--- src/rtl/song_reader.sv ---
// song_reader: steps through one song stored in an external registered-read ROM.
// Each ROM word holds a note code [14:9] and a duration in beats [8:3]; a zero
// duration marks the end of the song. Every note is held for its duration,
// counted in beat ticks while play is high, and then the next word is fetched.
//
// Ports:
//   clk        rising-edge clock
//   reset      asynchronous, active-high reset
//   play       level: high runs/continues, low pauses (or releases DONE)
//   song       song select, latched when a song starts
//   beat       single-cycle duration tick
//   rom_addr   registered ROM address {song, index}
//   rom_dout   ROM word, valid one clock after rom_addr
//   note       current note code (0 = rest)
//   duration   current note length in beats
//   new_note   one-cycle pulse when note/duration are loaded
//   song_done  one-cycle pulse when the song ends
//   busy       high whenever the reader is not idle
module song_reader #(
  parameter int IDX_W = 5
) (
  input  logic             clk,
  input  logic             reset,
  input  logic             play,
  input  logic [6-IDX_W:0] song,
  input  logic             beat,
  output logic [6:0]       rom_addr,
  input  logic [15:0]      rom_dout,
  output logic [5:0]       note,
  output logic [5:0]       duration,
  output logic             new_note,
  output logic             song_done,
  output logic             busy
);

  localparam int SONG_W = 7 - IDX_W;
  localparam logic [IDX_W-1:0] LAST_IDX = {IDX_W{1'b1}};

  typedef enum logic [2:0] {
    S_IDLE  = 3'd0,
    S_FETCH = 3'd1,
    S_LATCH = 3'd2,
    S_PLAY  = 3'd3,
    S_DONE  = 3'd4
  } state_t;

  function automatic logic [5:0] word_note(input logic [15:0] w);
    return w[14:9];
  endfunction

  function automatic logic [5:0] word_dur(input logic [15:0] w);
    return w[8:3];
  endfunction

  state_t              state_r, state_s;
  logic [SONG_W-1:0]   song_r, song_s;
  logic [IDX_W-1:0]    idx_r, idx_s;
  logic [IDX_W-1:0]    idx_inc_s;
  logic [5:0]          cnt_r, cnt_s;
  logic [6:0]          rom_addr_r, rom_addr_s;
  logic [5:0]          note_r, note_s;
  logic [5:0]          dur_r, dur_s;
  logic                new_note_r, new_note_s;
  logic                song_done_r, song_done_s;
  logic                busy_r, busy_s;
  logic                beat_hit_s;
  logic                last_beat_s;

  // Only beats seen in PLAY while running are counted; all others are dropped.
  assign beat_hit_s  = (state_r == S_PLAY) && play && beat;
  assign last_beat_s = beat_hit_s && (cnt_r == 6'd1);
  assign idx_inc_s   = idx_r + IDX_W'(1);

  assign rom_addr  = rom_addr_r;
  assign note      = note_r;
  assign duration  = dur_r;
  assign new_note  = new_note_r;
  assign song_done = song_done_r;
  assign busy      = busy_r;

  // State register.
  always_ff @(posedge clk or posedge reset) begin
    if (reset) begin
      state_r <= S_IDLE;
    end else begin
      state_r <= state_s;
    end
  end

  // Next-state logic.
  always_comb begin
    state_s = state_r;
    case (state_r)
      S_IDLE:  state_s = play ? S_FETCH : S_IDLE;
      S_FETCH: state_s = S_LATCH;
      S_LATCH: state_s = (word_dur(rom_dout) == 6'd0) ? S_DONE : S_PLAY;
      S_PLAY: begin
        if (last_beat_s) begin
          // The last index has no successor: the song ends instead of wrapping.
          state_s = (idx_r == LAST_IDX) ? S_DONE : S_FETCH;
        end else begin
          state_s = S_PLAY;
        end
      end
      S_DONE:  state_s = play ? S_DONE : S_IDLE;
      default: state_s = S_IDLE;
    endcase
  end

  // Next values of the datapath registers and output pulses.
  always_comb begin
    song_s      = song_r;
    idx_s       = idx_r;
    cnt_s       = cnt_r;
    rom_addr_s  = rom_addr_r;
    note_s      = note_r;
    dur_s       = dur_r;
    new_note_s  = 1'b0;
    song_done_s = 1'b0;
    busy_s      = (state_s != S_IDLE);
    case (state_r)
      S_IDLE: begin
        idx_s = {IDX_W{1'b0}};
        if (play) begin
          song_s     = song;
          rom_addr_s = {song, {IDX_W{1'b0}}};
        end else begin
          song_s = song_r;
        end
      end
      S_FETCH: begin
        cnt_s = cnt_r;
      end
      S_LATCH: begin
        if (word_dur(rom_dout) == 6'd0) begin
          note_s      = 6'd0;
          dur_s       = 6'd0;
          song_done_s = 1'b1;
        end else begin
          note_s     = word_note(rom_dout);
          dur_s      = word_dur(rom_dout);
          cnt_s      = word_dur(rom_dout);
          new_note_s = 1'b1;
        end
      end
      S_PLAY: begin
        if (beat_hit_s) begin
          cnt_s = cnt_r - 6'd1;
          if (last_beat_s && (idx_r == LAST_IDX)) begin
            note_s      = 6'd0;
            dur_s       = 6'd0;
            song_done_s = 1'b1;
          end else if (last_beat_s) begin
            idx_s      = idx_inc_s;
            rom_addr_s = {song_r, idx_inc_s};
          end else begin
            idx_s = idx_r;
          end
        end else begin
          cnt_s = cnt_r;
        end
      end
      S_DONE: begin
        note_s = 6'd0;
        dur_s  = 6'd0;
      end
      default: begin
        idx_s = {IDX_W{1'b0}};
      end
    endcase
  end

  // Datapath and output registers.
  always_ff @(posedge clk or posedge reset) begin
    if (reset) begin
      song_r      <= {SONG_W{1'b0}};
      idx_r       <= {IDX_W{1'b0}};
      cnt_r       <= 6'd0;
      rom_addr_r  <= 7'd0;
      note_r      <= 6'd0;
      dur_r       <= 6'd0;
      new_note_r  <= 1'b0;
      song_done_r <= 1'b0;
      busy_r      <= 1'b0;
    end else begin
      song_r      <= song_s;
      idx_r       <= idx_s;
      cnt_r       <= cnt_s;
      rom_addr_r  <= rom_addr_s;
      note_r      <= note_s;
      dur_r       <= dur_s;
      new_note_r  <= new_note_s;
      song_done_r <= song_done_s;
      busy_r      <= busy_s;
    end
  end

endmodule

--- config.mk ---
export PLATFORM = sky130hd
export DESIGN_NAME = song_reader
export DESIGN_NICKNAME = d
export VERILOG_FILES = /design/src/rtl/song_reader.sv
export SDC_FILE = /design/constraint.sdc
export NUM_CORES = 1
export LEC_CHECK = 0
export BUFFER_PORTS_ARGS = -buffer_cell sky130_fd_sc_hd__buf_2
export CAP_MARGIN = 10
export CELL_PAD_IN_SITES_DETAIL_PLACEMENT = 1
export CELL_PAD_IN_SITES_GLOBAL_PLACEMENT = 2
export CORE_UTILIZATION = 37
export DETAILED_ROUTE_END_ITERATION = 10
export GPL_TIMING_DRIVEN = 0
export PLACE_DENSITY = 0.91
export SYNTH_ARGS = -nofsm -noshare
export SYNTH_HDL_FRONTEND = slang
export SYNTH_SLANG_ARGS = --single-unit
--- constraint.sdc ---
create_clock -name clk -period 6 [get_ports clk]
set_input_delay 0.6 -clock clk [delete_from_list [all_inputs] [get_ports clk]]
set_output_delay 0.6 -clock clk [all_outputs]
set_load 0.1 [all_outputs]
==> summary.txt, run 1 <==
Routing
  – Post-DRT Antenna Nets: 0
  – Via-to-Cell Ratio: between 5 and 6
  – Detailed-route wire length per cell: ~16 um
  – Vias: between 1500 and 2000
  – Initial DRC count: between 80 and 90
  – DRT Pass-1 Iters: 4
  – Drt drc: 0
  – Final wirelength: 5000 um

Place
  – Dpl cell area: 0.00237 mm2
  – Port Buf Inserts: 39
  – Placement Setup Slack: 3560 ps
  – HPWL after DPL: about 3700 um
  – Gpl congestion: 0.749

Layout
  – # nets final: about 270
  – Post-route cell area: 0.00245 mm2
  – Area of the multi-input gates: 0.00105 mm2
  – Number of fill cells: approximately 620
  – Layout cells sized above 1: roughly 31%
  – FF/Latch Area: approximately 950 um2
  – Core Util, Final: 46.5%
  – Area growth syn-to-layout: 17.4%
  – Ant. Diodes: 0

Global routing
  – Vias in the first global route: 1743
  – GR Overflow Total: 0
  – First-pass GRT wire length: 8960 um
  – Total GRT Usage: 19.3%
  – Antenna violations before repair: 0
  – Largest net degree at the start of global routing: 39

Worst setup path
  – CP required: 6180 ps
  – Worst path cell trace: ha_1 > and3_1 > ha_1 > nor4b_4 > nand3_2 > nand2_2 > mux2_2
  – Crit. Startpoint: idx_r[0]$_DFFE_PP0P_
  – Critical Path Slowest Stage Cell: dfrtp_1
  – CP startpoint kind: flop
  – WS Path Type: reg2reg
  – CP Buf/Inv Count: 0
  – Most frequent CP cell: ha_1
  – Worst Setup EP: rom_addr[5]$_DFFE_PP0P_
  – Reg-to-reg slack, setup: 3560 ps
  – Reg2reg path depth: 7
  – Worst R2R Start: idx_r[0]$_DFFE_PP0P_
  – Reg2reg end: rom_addr[5]$_DFFE_PP0P_
  – CP max stage delay: 450 ps
  – Critical Path Sink Type: flop
  – Worst path top cell family by delay: simple AND/OR/NAND/NOR gates
  – Crit path arrival time: 2620 ps
  – Crit-path max FO: 9
  – Total stage count of the critical path: 7

Synth
  – Primary FF master, synth: dfrtp_1
  – Cells after Synth: approximately 200
  – Synthesized flop and latch total: 38
  – Register area share after synthesis: 45.5%
  – Ys Warns: 0
  – Post-synth net total: 227
  – Area of the mapped netlist: about 0.0021 mm2
  – Synth Area per Inst: between 10 and 15 um2
  – Netlist cell types: 53
  – Post-synth EDFFs: 0
  – Share of async-settable or async-resettable flops after synthesis: 100%

Clock tree
  – Worst-path clk slew: 70 ps
  – TritonCTS clock tree: built
  – Clk Latency, worst-skew pair: just under 300 ps
  – Root Buffer: clkbuf_8
  – TritonCTS Buffers: 5
  – Hold buffers post-CTS: 0
  – Clock buffer depth: 2
  – Setup bufs post-CTS: 0
  – PostCTS Resize Cnt: 0
  – Sink Count: 38
  – H-tree levels: 2

Pwr
  – P_sw: between 800 and 900 uW
  – Register share of total power: 29.0%
  – Static Leak: 0.00119 uW
  – Clock power frac: 11.5%
  – Sw frac: between 50% and 60%
  – Power Total: 1480 uW
  – Comb pwr share: approximately three fifths
  – Worst ir drop on vdd: ~0.29 mV
  – PwrDens: 604 mW/mm2
  – Internal: 662 uW

Timing
  – Min Tclk post-route: 2440 ps
  – Skew final: 3.95 ps
  – Fmax achieved: 410 MHz
  – Final WS setup: 3560 ps
  – # setup viols final: 0
  – Max-slew violations: 0
  – Fin. Hold Viols: 0
  – RSZ-0062 raised after global routing: false
  – Slew HR: a little under half
  – Slew @ Worst Pin: 803 ps
  – TNS Setup: 0 ps
  – Period utilization: 40.6%

Floorplan
  – Core area: 0.00527 mm2
  – Rows: 26
  – Top Ports: 44
  – Initial Util: 39.6%
  – Die Ht: a little under 80 um
  – Die Wd: 77.2 um
  – Die area: between 0.005 and 0.006 mm2

Run
  – Max cap viols: 0

Run status
  – Outcome: complete, no violations

Hold path
  – Hold crit path type: in2async
-- worst min-delay path by stage --
stage	start	endpoint	slack, ps
floorplan	song_r[0]$_DFFE_PP0P_	song_r[0]$_DFFE_PP0P_	480
global placement	duration[0]$_DFFE_PP0P_	duration[0]$_DFFE_PP0P_	460
detailed placement	duration[4]$_DFFE_PP0P_	duration[4]$_DFFE_PP0P_	460
CTS	duration[1]$_DFFE_PP0P_	duration[1]$_DFFE_PP0P_	480
global route	duration[3]$_DFFE_PP0P_	duration[3]$_DFFE_PP0P_	510
finish	reset	rom_addr[1]$_DFFE_PP0P_	460
-- layout make-up --
type,count,share of cell area [%]
timing repair buffer,39,7.96
multi-input combinational,145,42.8
tap,70,3.57
buffer,7,1.99
inverter,11,1.68
clock buffer,6,2.96
clock inverter,1,0.306
sequential,38,38.8
-- sequential cells by signal, summed over array words and instances, names as in the netlist --
register,flops
song_r,2
song_done,1
busy,1
cnt_r,6
idx_r,5
note,6
duration,6
rom_addr,7
state_r,3
new_note,1
-- metrics by stage --
step	instances	hold slack [ps]
floorplan	201	479
finish	317	457
detailed placement	310	462
global placement	310	456
CTS	317	479
global route	317	509
-- Yosys cell counts (2+ instances only) --
master	instances	area [um2]
nand2b_1	5	31.3
inv_1	11	41.3
and3_1	2	12.5
o21ai_0	9	45.0
a21o_1	7	52.6
o211ai_1	3	22.5
mux2_2	7	78.8
a21oi_1	10	50.1
ha_1	4	50.1
dfrtp_1	38	951
buf_2	3	15.0
buf_6	2	22.5
nand4_1	2	12.5
xor2_1	2	17.5
nand3_1	14	70.1
nand2_1	24	90.1
mux2i_1	6	60.1
a31oi_1	4	25.0
or3_1	2	12.5
nor2_1	6	22.5
nor4b_1	8	70.1
-- cell usage in the layout, fill, tap and decap left out, types with 2 or more instances in the layout --
cell type	instances
a21o_1	7
a21oi_1	10
a31oi_1	4
and3_1	2
buf_2	42
buf_6	2
clkbuf_1	2
clkbuf_8	5
dfrtp_1	38
ha_1	4
inv_1	10
mux2_2	7
mux2i_1	6
nand2_1	24
nand2b_1	5
nand3_1	14
nand4_1	2
nor2_1	6
nor4b_1	8
o211ai_1	3
o21ai_0	9
or3_1	2
xor2_1	2
-- cell families after synthesis --
kind of cell	Yosys count	synth area share, %
buffers and inverters	18	4.31
adders and majority gates	4	2.40
muxes	14	7.37
xor gates and xnor gates	3	1.26
and+or+nand+nor	81	24.9
AOI/OAI and AO/OA	43	14.3
DFF	38	45.5
-- power by group through the flow --
stage               clock network [uW]  registers [uW]  logic, uW
floorplan                            0             792        356
global placement                     0             433        873
detailed placement                   0             434        885
CTS                                177             430        888
global route                       189             447        945
finish                             171             430        881
-- metal layers --
metal	track usage [%]	routed length (um)	share of wire [%]
met5	0	0	0
met4	5.28	44	0.88
met3	3.57	141	2.8
met2	30.4	2400	48
met1	26.8	2420	48
Note: power is estimated with default switching activity, not from simulation.
==> run 2: changes to the inputs <==
--- a/config.mk
+++ b/config.mk
@@ -9,10 +9,10 @@
 export CAP_MARGIN = 10
 export CELL_PAD_IN_SITES_DETAIL_PLACEMENT = 1
 export CELL_PAD_IN_SITES_GLOBAL_PLACEMENT = 2
-export CORE_UTILIZATION = 37
+export CORE_UTILIZATION = 31
 export DETAILED_ROUTE_END_ITERATION = 10
 export GPL_TIMING_DRIVEN = 0
-export PLACE_DENSITY = 0.91
+export PLACE_DENSITY = 0.82
 export SYNTH_ARGS = -nofsm -noshare
 export SYNTH_HDL_FRONTEND = slang
 export SYNTH_SLANG_ARGS = --single-unit
==> constraint.sdc (replaced) <==
create_clock -name clk -period 2.2 [get_ports clk]
set_input_delay 0.22 -clock clk [delete_from_list [all_inputs] [get_ports clk]]
set_output_delay 0.22 -clock clk [all_outputs]
set_load 0.1 [all_outputs]
==> run 2 against run 1 <==
Effect of this change:
- the run now ends with design-rule violations left
- combinational power rose to 2.8 times the previous value
- cell count up 3.5%
- power rose to 3.0 times the previous value
- utilization down 6.6 points
- routed wire length up 7.9%
==> summary.txt, run 2 (same netlist as run 1, synthesis figures left out) <==
Run status
  – Outcome: finished, violations left
  – Violated checks: design-rule violations

Global routing
  – Total GRT Usage: 16.4%
  – GR Overflow Total: 0
  – Largest net degree at the start of global routing: 39
  – First-pass GRT wire length: approximately 9100 um
  – Antenna violations before repair: 0
  – Vias in the first global route: approximately 1700

Worst setup path
  – WS Path Type: reg2reg
  – Crit path arrival time: 2300 ps
  – CP startpoint kind: flop
  – CP required: 2390 ps
  – Critical Path Sink Type: flop
  – Crit-path max FO: 5

Place
  – Port Buf Inserts: 39
  – Dpl cell area: 0.00238 mm2
  – HPWL after DPL: 3820 um
  – Gpl congestion: 0.740

Clock tree
  – H-tree levels: 2
  – Root Buffer: clkbuf_8
  – Clock buffer depth: 2
  – Sink Count: 38
  – Worst-path clk slew: around 80 ps
  – TritonCTS clock tree: built
  – Clk Latency, worst-skew pair: 300 ps
  – TritonCTS Buffers: 5
  – Hold buffers post-CTS: 0

Timing
  – Fin. Hold Viols: 0
  – Slew HR: 45.5%
  – Skew final: 9.35 ps
  – Period utilization: ~96%
  – Slew @ Worst Pin: 817 ps
  – # setup viols final: 0
  – Min Tclk post-route: 2110 ps
  – Max-slew violations: 0
  – Min Hold Slack: between 70 and 80 ps
  – RSZ-0062 raised after global routing: false
  – Fmax achieved: 473 MHz

Floorplan
  – Die Ht: 84.1 um
  – Core area: 0.00642 mm2
  – Die Wd: 84.1 um
  – Initial Util: 32.5%
  – Die area: 0.00707 mm2
  – Top Ports: 44
  – Rows: 29

Pwr
  – Static Leak: 0.00124 uW
  – Sw frac: 52.3%
  – Clock power frac: 17.2%
  – Worst ir drop on vdd: 1.02 mV
  – Internal: 2090 uW
  – Comb pwr share: 55.9%
  – P_sw: 2290 uW
  – PwrDens: 1710 mW/mm2
  – Register share of total power: a little over a quarter

Layout
  – Area growth syn-to-layout: 22.9%
  – Ant. Diodes: 0
  – Area of the multi-input gates: 0.00107 mm2
  – Max FFs per register: 7
  – FF/Latch Area: 952 um2
  – # nets final: 276
  – Core Util, Final: 40.0%
  – Post-route cell area: between 0.002 and 0.003 mm2
  – Commonest non-fill, non-tap cell in the layout: buf_2
  – Commonest cells after routing, fill and taps aside: buf_2 (42), dfrtp_1 (37), nand2_1 (23)
  – Number of fill cells: ~740
  – Layout cells sized above 1: 34.3%

Routing
  – Vias: between 1500 and 2000
  – Initial DRC count: 72
  – DRT Pass-1 Iters: 7
  – Post-DRT Antenna Nets: 0
  – Via-to-Cell Ratio: 5.14
  – Final wirelength: 5390 um
  – Detailed-route wire length per cell: 16.4 um
  – Drt drc: 4

Hold path
  – Hold crit path type: in2async

Run
  – Max cap viols: 0
[run 2: cell count changes in the layout (fill, tap and decap cells not counted), sizes merged]
cell,delta
bufinv,+2
clkinvlp,-1
buf,+3
[run 2: area by class of cell]
| type | count | area share [%] |
|---|---|---|
| clock inverter | 2 | 2.34 |
| inverter | 11 | 1.61 |
| clock buffer | 6 | 3.22 |
| multi-input combinational | 145 | 41.6 |
| tap | 77 | 3.75 |
| sequential | 38 | 37.1 |
| buffer | 7 | 1.90 |
| timing repair buffer | 42 | 8.48 |
[run 2: worst max-delay path, cell delays in order (launching register included)]
cell     delay, ps
dfrtp_2        450
ha_2           210
and3_1         190
ha_2           210
nor4b_4        210
buf_4          180
nand3_4         90
nand2_2        120
mux2_2         350
[run 2: power groups by stage]
stage	Combinational [uW]	Clock (uW)	Sequential (uW)
6_report	2450	753	1180
5_1_grt	2610	799	1220
4_1_cts	2450	772	1180
3_5_place_dp	2430	0	1190
3_3_place_gp	2390	0	1190
2_1_floorplan	970	0	2160
[run 2: worst paths after layout]
kind                                         start                      end  slack [ps]  cells after the start
setup / recovery              idx_r[0]$_DFFE_PP0P_  rom_addr[3]$_DFFE_PP0P_          90                      8
hold / removal                               reset      note[5]$_DFFE_PP0P_          70                      2
setup reg to reg              idx_r[0]$_DFFE_PP0P_  rom_addr[3]$_DFFE_PP0P_          90                      8
hold reg to reg            duration[0]$_DFFE_PP0P_  duration[0]$_DFFE_PP0P_         480                      1
max in group asynchronous                    reset     idx_r[0]$_DFFE_PP0P_        1570                      2
min in group clk                      rom_dout[11]      note[2]$_DFFE_PP0P_         150                      3
[run 2: stage by stage]
stage,setup TNS [ps],worst slack (ps),power (uW),cells
detailed placement,-950,-224,3620,317
CTS,0,52.0,4410,327
global route,0,16.7,4630,328
finish,0,87.4,4380,328
global placement,-876,-214,3580,317
floorplan,0,93.3,3130,201
[run 2: per-layer routing]
metal	vias up	global-route usage (%)	wire length, um
li1	819	-	-
met1	825	23.2	2610
met2	36	25.6	2510
met3	5	3.36	214
met4	0	4.70	58
met5	-	0	0
[run 2: repair_timing]
| action | 4_1_cts | 5_1_grt |
|---|---|---|
| resized for setup | 5 | 1 |
| endpoints found under the hold margin | 0 | 0 |
| pin swaps | 2 | 0 |
| setup buffers | 2 | 1 |
| endpoints found under the setup margin | 8 | 8 |
